**src/rtl/qpsk_pkg.sv**
```systemverilog
// -----------------------------------------------------------------------------
// qpsk_pkg
// Shared types and constants for the QPSK transmit path (iq_split and friends).
//   dibit_t     : 2-bit symbol, I in the MSB, Q in the LSB.
//   sch_state_e : symbol scheduler states {IDLE, RUN}.
//   asm_state_e : serial-to-dibit assembler states {WAIT_I, WAIT_Q}.
//   gray2phase / phase2gray : Gray <-> quadrant-phase lookups used by the
//   optional differential encoder (IQ_DIFF_ENC_EN).
// -----------------------------------------------------------------------------
package qpsk_pkg;

  typedef logic [1:0] dibit_t;

  typedef enum logic {IDLE, RUN} sch_state_e;

  typedef enum logic {WAIT_I, WAIT_Q} asm_state_e;

  // Packed 4-entry tables, entry k lives in bits [2k+1:2k].
  // Gray -> phase: 00->0, 01->1, 10->3, 11->2
  localparam logic [7:0] GRAY2PHASE_LUT = {2'd2, 2'd3, 2'd1, 2'd0};
  // Phase -> Gray: 0->00, 1->01, 2->11, 3->10
  localparam logic [7:0] PHASE2GRAY_LUT = {2'b10, 2'b11, 2'b01, 2'b00};

  function automatic logic [1:0] gray2phase(input dibit_t g);
    return GRAY2PHASE_LUT[{g, 1'b0} +: 2];
  endfunction

  function automatic dibit_t phase2gray(input logic [1:0] p);
    return PHASE2GRAY_LUT[{p, 1'b0} +: 2];
  endfunction

endpackage

```
**src/rtl/iq_split_if.sv**
```systemverilog
// -----------------------------------------------------------------------------
// iq_split_if
// Bundles the serial input handshake and the symbol-rate outputs of iq_split.
//   ser_i, ser_valid_i : serial bit + valid (source -> splitter)
//   ser_ready_o        : splitter accepts the bit this cycle
//   sync_I, sync_Q     : current symbol, held for a full symbol period
//   sync_flag_o        : one-cycle strobe on the first cycle of a new symbol
//   underflow_o        : one-cycle strobe when a symbol tick finds no data
// master = bit source / symbol consumer side, slave = iq_split.
// -----------------------------------------------------------------------------
interface iq_split_if;
  logic ser_i;
  logic ser_valid_i;
  logic ser_ready_o;
  logic sync_I;
  logic sync_Q;
  logic sync_flag_o;
  logic underflow_o;

  modport master (
    output ser_i, ser_valid_i,
    input  ser_ready_o, sync_I, sync_Q, sync_flag_o, underflow_o
  );

  modport slave (
    input  ser_i, ser_valid_i,
    output ser_ready_o, sync_I, sync_Q, sync_flag_o, underflow_o
  );
endinterface

```
**src/rtl/iq_sym_fifo.sv**
```systemverilog
// -----------------------------------------------------------------------------
// iq_sym_fifo
// Synchronous dibit FIFO with registered read data.
//   clk, rst_n      : clock, asynchronous active-low reset (empties the FIFO)
//   push, push_data : write a dibit (ignored when full)
//   pop             : read a dibit (ignored when empty); rd_data is valid the
//                     cycle after the pop
//   full, empty     : occupancy flags, derived from the registered count only
// Pointers are log2(DEPTH) bits and wrap naturally; count is one bit wider.
// -----------------------------------------------------------------------------
module iq_sym_fifo
  import qpsk_pkg::*;
#(
  parameter int DEPTH = 4
) (
  input  logic   clk,
  input  logic   rst_n,
  input  logic   push,
  input  dibit_t push_data,
  input  logic   pop,
  output dibit_t rd_data,
  output logic   full,
  output logic   empty
);

  localparam int AW = $clog2(DEPTH);
  localparam logic [AW:0] DEPTH_CNT = (AW+1)'(DEPTH);

  dibit_t        mem [DEPTH];
  dibit_t        rd_data_q;
  logic [AW-1:0] wr_ptr_q, wr_ptr_d;
  logic [AW-1:0] rd_ptr_q, rd_ptr_d;
  logic [AW:0]   count_q, count_d;
  logic          do_push, do_pop;

  assign full    = (count_q == DEPTH_CNT);
  assign empty   = (count_q == '0);
  assign do_push = push && !full;
  assign do_pop  = pop && !empty;
  assign rd_data = rd_data_q;

  always_comb begin
    wr_ptr_d = wr_ptr_q;
    rd_ptr_d = rd_ptr_q;
    count_d  = count_q;
    if (do_push) wr_ptr_d = wr_ptr_q + 1'b1;
    if (do_pop)  rd_ptr_d = rd_ptr_q + 1'b1;
    case ({do_push, do_pop})
      2'b10:   count_d = count_q + 1'b1;
      2'b01:   count_d = count_q - 1'b1;
      default: count_d = count_q;
    endcase
  end

  always_ff @(posedge clk or negedge rst_n) begin
    if (!rst_n) begin
      wr_ptr_q <= '0;
      rd_ptr_q <= '0;
      count_q  <= '0;
    end else begin
      wr_ptr_q <= wr_ptr_d;
      rd_ptr_q <= rd_ptr_d;
      count_q  <= count_d;
    end
  end

  // Storage and read register carry no reset so they map onto block RAM;
  // stale contents are harmless because the pointers/count are reset.
  always_ff @(posedge clk) begin
    if (do_push) mem[wr_ptr_q] <= push_data;
    if (do_pop)  rd_data_q     <= mem[rd_ptr_q];
  end

endmodule

```
**src/rtl/iq_split.sv**
```systemverilog
// -----------------------------------------------------------------------------
// iq_split
// Pairs a handshaked serial bit stream into (I,Q) dibits (first bit I, second
// Q), buffers them, and emits one symbol every SYM_CYCLES clocks with a
// one-cycle sync_flag_o strobe; underflow_o pulses when a tick finds no data.
//   clk   : system clock
//   rst_n : asynchronous active-low reset
//   bus   : iq_split_if.slave (serial handshake in, symbol outputs out)
// Parameters: SYM_CYCLES (>=2) cycles per symbol, FIFO_DEPTH (power of 2, >=2).
// Optional: define IQ_DIFF_ENC_EN to differentially encode each symbol
// (Gray -> phase increment, mod-4 accumulate, phase -> Gray).
// -----------------------------------------------------------------------------
module iq_split
  import qpsk_pkg::*;
#(
  parameter int SYM_CYCLES = 11,
  parameter int FIFO_DEPTH = 4
) (
  input logic     clk,
  input logic     rst_n,
  iq_split_if.slave bus
);

  localparam int TW = $clog2(SYM_CYCLES);
  localparam logic [TW-1:0] TICK_VAL = TW'(SYM_CYCLES - 1);

  // ---------------- assembler ----------------
  asm_state_e asm_q, asm_d;
  logic       i_q, i_d;
  logic       ser_ready, accept, push;
  dibit_t     push_data;

  // ---------------- fifo ----------------
  logic       pop, fifo_full, fifo_empty;
  dibit_t     fifo_rd_data;

  // ---------------- scheduler ----------------
  sch_state_e    sch_q, sch_d;
  logic [TW-1:0] timer_q, timer_d;
  logic          pop_pend_q, pop_pend_d;     // FIFO read data lands next cycle
  logic          uflow_pend_q, uflow_pend_d; // keeps underflow aligned with flag slot
  dibit_t        sym_q, sym_d, sym_next;
  logic          flag_q, flag_d;
  logic          uflow_q, uflow_d;

  // Ready only looks at the registered full flag: a same-cycle pop never
  // frees room for the Q bit.
  assign ser_ready = (asm_q == WAIT_I) || !fifo_full;
  assign accept    = bus.ser_valid_i && ser_ready;
  assign push      = accept && (asm_q == WAIT_Q);
  assign push_data = {i_q, bus.ser_i};

  always_comb begin
    asm_d = asm_q;
    i_d   = i_q;
    if (accept) begin
      if (asm_q == WAIT_I) begin
        i_d   = bus.ser_i;
        asm_d = WAIT_Q;
      end else begin
        asm_d = WAIT_I;
      end
    end
  end

  iq_sym_fifo #(.DEPTH(FIFO_DEPTH)) u_fifo (
    .clk       (clk),
    .rst_n     (rst_n),
    .push      (push),
    .push_data (push_data),
    .pop       (pop),
    .rd_data   (fifo_rd_data),
    .full      (fifo_full),
    .empty     (fifo_empty)
  );

  always_comb begin
    sch_d        = sch_q;
    timer_d      = timer_q;
    pop          = 1'b0;
    pop_pend_d   = 1'b0;
    uflow_pend_d = 1'b0;
    case (sch_q)
      IDLE: begin
        timer_d = '0;
        if (!fifo_empty) begin
          pop        = 1'b1;
          pop_pend_d = 1'b1;
          sch_d      = RUN;
        end
      end
      RUN: begin
        if (timer_q == TICK_VAL) begin
          timer_d = '0;
          if (!fifo_empty) begin
            pop        = 1'b1;
            pop_pend_d = 1'b1;
          end else begin
            uflow_pend_d = 1'b1;
            sch_d        = IDLE;
          end
        end else begin
          timer_d = timer_q + 1'b1;
        end
      end
      default: sch_d = IDLE;
    endcase
  end

`ifdef IQ_DIFF_ENC_EN
  logic [1:0] phase_q, phase_d, phase_sum;

  assign phase_sum = phase_q + gray2phase(fifo_rd_data);
  assign sym_next  = phase2gray(phase_sum);

  always_comb begin
    phase_d = phase_q;
    if (pop_pend_q) phase_d = phase_sum;
  end

  always_ff @(posedge clk or negedge rst_n) begin
    if (!rst_n) phase_q <= '0;
    else        phase_q <= phase_d;
  end
`else
  assign sym_next = fifo_rd_data;
`endif

  always_comb begin
    sym_d   = sym_q;
    flag_d  = pop_pend_q;
    uflow_d = uflow_pend_q;
    if (pop_pend_q) sym_d = sym_next;
  end

  always_ff @(posedge clk or negedge rst_n) begin
    if (!rst_n) begin
      asm_q        <= WAIT_I;
      i_q          <= 1'b0;
      sch_q        <= IDLE;
      timer_q      <= '0;
      pop_pend_q   <= 1'b0;
      uflow_pend_q <= 1'b0;
      sym_q        <= '0;
      flag_q       <= 1'b0;
      uflow_q      <= 1'b0;
    end else begin
      asm_q        <= asm_d;
      i_q          <= i_d;
      sch_q        <= sch_d;
      timer_q      <= timer_d;
      pop_pend_q   <= pop_pend_d;
      uflow_pend_q <= uflow_pend_d;
      sym_q        <= sym_d;
      flag_q       <= flag_d;
      uflow_q      <= uflow_d;
    end
  end

  assign bus.ser_ready_o = ser_ready;
  assign bus.sync_I      = sym_q[1];
  assign bus.sync_Q      = sym_q[0];
  assign bus.sync_flag_o = flag_q;
  assign bus.underflow_o = uflow_q;

endmodule
```
**src/flat_wrapper.sv**
```systemverilog
// flat-port wrapper written by rule: the top's interface ports become plain ports
module iq_split_flat import qpsk_pkg::*;
#(
  parameter int SYM_CYCLES = 11,
  parameter int FIFO_DEPTH = 4
)
  (clk, rst_n, bus_ser_i, bus_ser_valid_i, bus_ser_ready_o, bus_sync_I, bus_sync_Q, bus_sync_flag_o, bus_underflow_o);
  iq_split_if bus_i ();
  input logic clk;
  input logic rst_n;
  input wire logic [$bits(bus_i.ser_i)-1:0] bus_ser_i;
  input wire logic [$bits(bus_i.ser_valid_i)-1:0] bus_ser_valid_i;
  output wire logic [$bits(bus_i.ser_ready_o)-1:0] bus_ser_ready_o;
  output wire logic [$bits(bus_i.sync_I)-1:0] bus_sync_I;
  output wire logic [$bits(bus_i.sync_Q)-1:0] bus_sync_Q;
  output wire logic [$bits(bus_i.sync_flag_o)-1:0] bus_sync_flag_o;
  output wire logic [$bits(bus_i.underflow_o)-1:0] bus_underflow_o;
  assign bus_i.ser_i = bus_ser_i;
  assign bus_i.ser_valid_i = bus_ser_valid_i;
  assign bus_ser_ready_o = bus_i.ser_ready_o;
  assign bus_sync_I = bus_i.sync_I;
  assign bus_sync_Q = bus_i.sync_Q;
  assign bus_sync_flag_o = bus_i.sync_flag_o;
  assign bus_underflow_o = bus_i.underflow_o;
  iq_split #(.SYM_CYCLES(SYM_CYCLES), .FIFO_DEPTH(FIFO_DEPTH)) u_core (.clk(clk), .rst_n(rst_n), .bus(bus_i));
endmodule
```
**config.mk**
```make
export PLATFORM = sky130hd
export DESIGN_NAME = iq_split_flat
export DESIGN_NICKNAME = d
export VERILOG_FILES = /design/src/rtl/qpsk_pkg.sv /design/src/rtl/iq_split_if.sv /design/src/rtl/iq_sym_fifo.sv /design/src/rtl/iq_split.sv /design/src/flat_wrapper.sv
export SDC_FILE = /design/constraint.sdc
export NUM_CORES = 1
export LEC_CHECK = 0
export ABC_AREA = 1
export BUFFER_PORTS_ARGS = -buffer_cell sky130_fd_sc_hd__buf_2
export CORE_MARGIN = 8
export CORE_UTILIZATION = 35
export CTS_BUF_LIST = sky130_fd_sc_hd__clkbuf_4 sky130_fd_sc_hd__clkbuf_8
export DETAILED_ROUTE_END_ITERATION = 7
export HOLD_SLACK_MARGIN = 0.08
export SETUP_SLACK_MARGIN = 0.05
export SLEW_MARGIN = 20
export SYNTH_ARGS = -nofsm -noshare
export SYNTH_HDL_FRONTEND = slang
export SYNTH_SLANG_ARGS = --single-unit
```
**constraint.sdc**
```tcl
create_clock -name clk -period 1.7 [get_ports clk]
set_input_delay 0.425 -clock clk [delete_from_list [all_inputs] [get_ports clk]]
set_output_delay 0.425 -clock clk [all_outputs]
set_load 0.02 [all_outputs]
```
==> flow_metrics.py, run 1 <==
metrics = {
    "job": {
        "max_cap_viol_count": 0,
    },
    "global_routing": {
        "grt_use_total_pct": 8.74,
        "grt_pass1_vias": 910,
        "overflow": 0,
        "grt_max_degree": 21,
        "antenna_found_initial": 0,
        "grt_pass1_wl_um": 4200,
    },
    "clocking": {
        "clk_pin_slew_worst_paths_ps": 60,
        "cts.sinks": 30,
        "htree_levels": 2,
        "clockRootBuffer": "clkbuf_8",
        "cts_tree": "done",
        "clk_latency_ps": 280,
        "clockBufferDepth": 2,
        "cts_buffers": 5,
        "hold_buffers": 0,
    },
    "die": {
        "coreArea_mm2": 0.00363,
        "ios": 9,
        "die_width_um": 77.4,
        "row_count": 22,
        "die_y_um": 77.4,
        "start_util_pct": 36.4,
        "die-area_mm2": 0.00600,
    },
    "sta": {
        "fmax_mhz": 570,
        "setup_viol": 3,
        "relSlewSlack_pct": 69.4,
        "setup_slack_ps": -53.5,
        "hold_viol": 0,
        "fin_skew_ps": 2.43,
        "period_share_pct": 103,
        "final-max-slew-violation-count": 0,
        "rsz0062_at_grt": "true",
        "worst_slew_pin_slew_ps": 459,
        "min_period_ps": 1750,
    },
    "final_layout": {
        "antenna_cells": 0,
        "fin_area_mm2": 0.00171,
        "fin_nets": 169,
        "syn_to_final_growth_pct": 29.7,
        "drive_gt1_share_pct": 35.4,
    },
    "place": {
        "port_buffers": 8,
        "placed_area_mm2": 0.00151,
        "dp_hpwl_um": 1570,
        "dp_slack_ps": -52.7,
        "finalWeightedCongestion": 0.803,
    },
    "pwr": {
        "power.density_mw_per_mm2": 1740,
        "peakVddDrop_mv": 0.708,
        "leakage_uw": 0.000813,
        "finalPower_uw": 2980,
    },
    "drt": {
        "ant_nets": 0,
        "routed_wirelength_um": 2450,
        "drcViolationCount": 0,
        "drt_iter0_markers": 80,
        "wl_per_cell_um": 11.9,
        "viasPerCell": 4.44,
        "first_pass_iters": 4,
        "num_vias": 915,
    },
    "critical_path": {
        "required_ps": 1900,
        "cp-start-kind": "flip-flop",
        "critPathCaptureType": "flip-flop",
        "path_class": "reg2reg",
        "worst-path-max-fanout": 2,
        "cp_data_arrival_time_ps": 1950,
    },
    "synthesis": {
        "synth.net_count": 133,
        "synth_top_cell_area_share_pct": 37.9,
        "ys_seq_area_share_pct": 60.6,
        "yosysWarnings": 0,
        "syn_area_per_cell_um2": 10.9,
        "synth-seq-cells": 30,
        "syn-cell-area_mm2": 0.00132,
        "syn_inst": 121,
        "yosysUniqueCellTypes": 22,
        "synth_area_leaders": "dfrtp_1 (38%), edfxtp_1 (23%), ha_1 (6.6%)",
        "synth_area_leader_cell": "dfrtp_1",
    },
    "outcome": {
        "violations": "setup timing",
        "outcome": "finished with violations",
    },
    "hold_path": {
        "worstHoldPathType": "in2async",
    },
}
## routing by layer
layer	share of wire [%]	global-route usage, %
met3	7.0	4.15
met5	0	0
met2	52	13.9
met1	40	10.1
met4	0.86	2.83
## per-stage QoR
step | hold WS (ps) | setup TNS, ps | cells | util [%]
floorplan | 129 | -135 | 121 | -
finish | 90.8 | -134 | 206 | 47.2
detailed placement | 335 | -96.2 | 185 | 41.5
global placement | 333 | -24.7 | 185 | 41.5
global route | 133 | -315 | 206 | 47.2
CTS | 105 | -61.3 | 203 | 46.1
## layout by cell type (no fill, tap or decap), drive strengths merged
master	count
clkbuf	5
nand2	20
xnor2	2
nand3	9
o21a	1
a21oi	1
o21ai	7
fa	1
ha	7
nor3b	1
nand4	3
a31oi	1
xor2	1
nor2	14
inv	21
dfrtp	20
edfxtp	10
buf	29
clkinv	3
mux2	2
## Yosys cell counts
| library cell | n |
|---|---|
| nor2_1 | 14 |
| edfxtp_1 | 10 |
| o21ai_0 | 5 |
| o21a_1 | 1 |
| mux2_2 | 2 |
| nand3_2 | 3 |
| ha_1 | 7 |
| nor3b_1 | 1 |
| nand2_1 | 17 |
| nand4_1 | 3 |
| inv_2 | 3 |
| xor2_1 | 1 |
| nand3_1 | 6 |
| nand2_2 | 1 |
| nand2_4 | 2 |
| fa_1 | 1 |
| o21ai_1 | 2 |
| inv_1 | 18 |
| a31oi_1 | 1 |
| a21oi_1 | 1 |
| dfrtp_1 | 20 |
| xnor2_1 | 2 |
## path summary, 6_finish.rpt
path,slack (ps),to,from,cells past startpoint
worst max register to register,-50,u_core.uflow_d$_DFF_PN0_,u_core.timer_q[0]$_DFF_PN0_,11
worst max-delay path,-50,u_core.uflow_d$_DFF_PN0_,u_core.timer_q[0]$_DFF_PN0_,11
min in group clk,350,u_core.bus.underflow_o$_DFF_PN0_,u_core.uflow_d$_DFF_PN0_,0
worst min-delay path,90,u_core.timer_q[3]$_DFF_PN0_,rst_n,1
max in group asynchronous,1290,u_core.asm_q$_DFFE_PN0N_,rst_n,1
worst min register to register,350,u_core.bus.underflow_o$_DFF_PN0_,u_core.uflow_d$_DFF_PN0_,0
## kinds of logic after synthesis
| family | Yosys count | synth area share, % |
|---|---|---|
| AND/OR/NAND/NOR | 47 | 17.5 |
| flip-flops | 30 | 60.6 |
| buffers and inverters | 21 | 5.97 |
| AO/OA/AOI/OAI | 10 | 4.07 |
| adder cells (fa/ha/maj) | 8 | 8.14 |
| XOR/XNOR | 3 | 1.99 |
| multiplexers | 2 | 1.70 |
## cell type report
class | count | area (um^2)
fill | 344 | 1920
sequential | 30 | 801
multi-input combinational | 70 | 490
timing repair buffer | 29 | 201
inverter | 21 | 81.3
clock buffer | 5 | 68.8
tap | 48 | 60.1
clock inverter | 3 | 11.3
## flip-flops by register name (all words and copies together) (netlist names)
name                    cells
u_core.asm_q                1
u_core.bus.sync_flag_o      1
u_core.bus.underflow_o      1
u_core.flag_d               1
u_core.i_q                  1
u_core.sch_q                1
u_core.sym_q                2
u_core.timer_q              4
u_core.u_fifo.count_q       3
u_core.u_fifo.mem           8
u_core.u_fifo.rd_data       2
u_core.u_fifo.rd_ptr_q      2
u_core.u_fifo.wr_ptr_q      2
u_core.uflow_d              1
## critical path: stages (launching register included)
cell and delay [ps]:
dfrtp_1 370, inv_1 60, ha_2 180, nand3_4 70, buf_4 140, buf_6 100
buf_4 120, buf_4 120, buf_4 120, buf_4 120, buf_4 120, nor3b_2 150
## what timing repair did
| action | in CTS | in global routing |
|---|---|---|
| setup endpoints to repair | 2 | 3 |
| resized for setup | 5 | 3 |
| setup buffers | 10 | 3 |
| pin swaps | 6 | 3 |
## report_power, final
group,switching (uW),total (uW),internal (uW)
clock network,261,533,273
registers,180,1190,1010
logic,681,1250,572
No activity file was read; power rests on OpenSTA's default activity.
==> run 2: changes to the inputs <==
CELL_PAD_IN_SITES_DETAIL_PLACEMENT = 1   (was not set)
CELL_PAD_IN_SITES_GLOBAL_PLACEMENT = 2   (was not set)
PLACE_DENSITY_LB_ADDON = 0.1   (was not set)
==> run 2 against run 1 <==
  * The run still ends with setup timing left
  * Global-route usage is 0.65 points higher
  * Routed wire length rose by 2.9%
  * Sequential share of layout area is 2.0 points higher
  * Maximum frequency is 1.8% lower
  * Combinational power down 8%
  * Setup slack worse by 33 ps
  * Critical path depth is 2 higher
  * Sequential cell count unchanged
  * Cell count is 3.9% lower
  * Worst hold slack improved by 11 ps
  * Cell area decreased by 4.0%
  * Utilization is 1.9 points lower
==> flow_metrics.py, run 2 (same netlist as run 1, synthesis figures left out) <==
metrics = {
    "critical_path": {
        "critical_path_depth": 13,
        "path_cells": "inv_1 > ha_2 > nand3_4 > nand2_4 > nand2_4 > inv_4 > ha_4 > inv_2 > fa_2 > nand2_2 > nand3_1 > nand2_1 > nand2_1",
        "worst_path_max_delay_cell": "dfrtp_1",
        "r2r_cells": 13,
        "crit_path_start": "u_core.timer_q[0]$_DFF_PN0_",
        "critPathCaptureType": "flip-flop",
        "cp_data_arrival_time_ps": 1950,
        "path_class": "reg2reg",
        "timing.critical_path.buf_inv": 3,
        "cp-start-kind": "flip-flop",
        "cp_top_family": "adder cells",
        "r2r-end": "u_core.u_fifo.count_q[2]$_DFFE_PN0P_",
        "worst-path-max-fanout": 2,
        "r2r_setup_slack_ps": -90,
        "max_stage_delay_ps": 380,
        "worstReg2RegStart": "u_core.timer_q[0]$_DFF_PN0_",
        "required_ps": 1870,
    },
    "clocking": {
        "clk_latency_ps": 280,
        "clockBufferDepth": 2,
        "cts_buffers": 5,
        "clockRootBuffer": "clkbuf_8",
        "clk_pin_slew_worst_paths_ps": 60,
        "hold_buffers": 0,
        "cts_tree": "done",
        "cts.sinks": 30,
        "htree_levels": 2,
    },
    "final_layout": {
        "fillCellCount": 421,
        "fin_area_mm2": 0.00165,
        "syn_to_final_growth_pct": 24.5,
        "final_cells": 198,
        "antenna_cells": 0,
        "seq_area_um2": 801,
        "multi_input_area_um2": 480,
        "final_cell_mix": "dfrtp_1 (20), inv_1 (15), nand2_1 (15)",
        "fin_nets": 161,
        "reg.largest.list": "u_core.u_fifo.mem x8, u_core.timer_q x4, u_core.u_fifo.count_q x3",
        "drive_gt1_share_pct": 32.0,
        "top_register": "u_core.u_fifo.mem",
        "largest_reg_flops": 8,
        "utilization_pct": 45.3,
        "final_common_cell": "dfrtp_1",
    },
    "drt": {
        "drt_iter0_markers": 12,
        "drcViolationCount": 0,
        "routed_wirelength_um": 2520,
        "viasPerCell": 4.54,
        "wl_per_cell_um": 12.7,
        "num_vias": 899,
        "ant_nets": 0,
        "first_pass_iters": 4,
    },
    "die": {
        "row_count": 22,
        "start_util_pct": 36.4,
        "coreArea_mm2": 0.00363,
        "die_width_um": 77.4,
        "die-area_mm2": 0.00600,
        "die_y_um": 77.4,
        "ios": 9,
    },
    "sta": {
        "fmax_mhz": 560,
        "period_share_pct": 105,
        "relSlewSlack_pct": 67.8,
        "rsz0062_at_grt": "true",
        "setup_slack_ps": -86.1,
        "worst_slew_pin_slew_ps": 483,
        "final-max-slew-violation-count": 0,
        "setup_viol": 2,
        "hold_viol": 0,
        "fin_skew_ps": 3.90,
        "min_period_ps": 1790,
    },
    "place": {
        "port_buffers": 8,
        "placed_area_mm2": 0.00151,
        "finalWeightedCongestion": 0.751,
        "dp_hpwl_um": 1870,
        "dp_cells": 186,
    },
    "hold_path": {
        "worstHoldPathType": "in2async",
    },
    "global_routing": {
        "grt_max_degree": 21,
        "grt_use_total_pct": 9.39,
        "grt_pass1_wl_um": 4440,
        "overflow": 0,
        "antenna_found_initial": 0,
        "grt_pass1_vias": 1007,
    },
    "pwr": {
        "peakVddDrop_mv": 0.637,
        "leakage_uw": 0.000778,
        "power.density_mw_per_mm2": 1760,
    },
    "outcome": {
        "violations": "setup timing",
        "outcome": "finished with violations",
    },
    "job": {
        "max_cap_viol_count": 0,
    },
}
## run 2: changes by cell type in the layout (fill, tap and decap cells not counted), sizes merged
cell    previous run  this run
buf               29        21
clkbuf             5         6
clkinv             3         2
## run 2: stage by stage
step	total power (uW)	TNS [ps]	setup WS, ps	hold slack, ps
after global placement	2240	-37.8	-36.1	334
after detailed placement	2300	-149	-86.0	342
after global routing	3160	-348	-210	124
after CTS	2900	-143	-87.6	108
final	2900	-142	-86.1	101
after floorplan	1910	-135	-68.7	129
## run 2: area by class of cell
type                    instances  share of cell area, %
inverters                      21                   4.94
clock inverters                 2                  0.532
repair buffers                 21                   8.37
clock buffers                   6                   4.64
well taps                      48                   3.65
multi-input cells              70                   29.2
flip-flops and latches         30                   48.7
## run 2: worst register-to-register path, stage by stage (launching register included)
cell	delay (ps)
dfrtp_1	380
inv_1	70
ha_2	180
nand3_4	70
nand2_4	90
nand2_4	60
inv_4	60
ha_4	130
inv_2	40
fa_2	350
nand2_2	80
nand3_1	70
nand2_1	60
nand2_1	40
## run 2: where the power goes
| group | switching, uW | total (uW) | internal (uW) |
|---|---|---|---|
| combinational | 642 | 1150 | 509 |
| clock | 251 | 547 | 296 |
| sequential | 183 | 1200 | 1010 |
## run 2: repair_timing
item / 4_1_cts / 5_1_grt
hold endpoints to repair: 0 / 0
setup endpoints to repair: 2 / 2
setup buffers: 3 / 1
resized for setup: 1 / 4
cloned: 0 / 0
pin swaps: 2 / 2
## run 2: worst max path at each step
stage | end
after floorplan | u_core.u_fifo.count_q[2]$_DFFE_PN0P_
after global placement | u_core.u_fifo.count_q[2]$_DFFE_PN0P_
after detailed placement | u_core.u_fifo.count_q[2]$_DFFE_PN0P_
after CTS | u_core.u_fifo.count_q[2]$_DFFE_PN0P_
after global routing | u_core.u_fifo.count_q[2]$_DFFE_PN0P_
final | u_core.u_fifo.count_q[2]$_DFFE_PN0P_
## run 2: routing by layer
metal / vias to the layer above / global-route usage, % / routed length (um)
met1: 438 / 8.91 / 1060
met5: - / 0 / 0
met2: 13 / 16.5 / 1270
met3: 6 / 4.38 / 126
li1: 442 / - / -
met4: 0 / 5.09 / 54
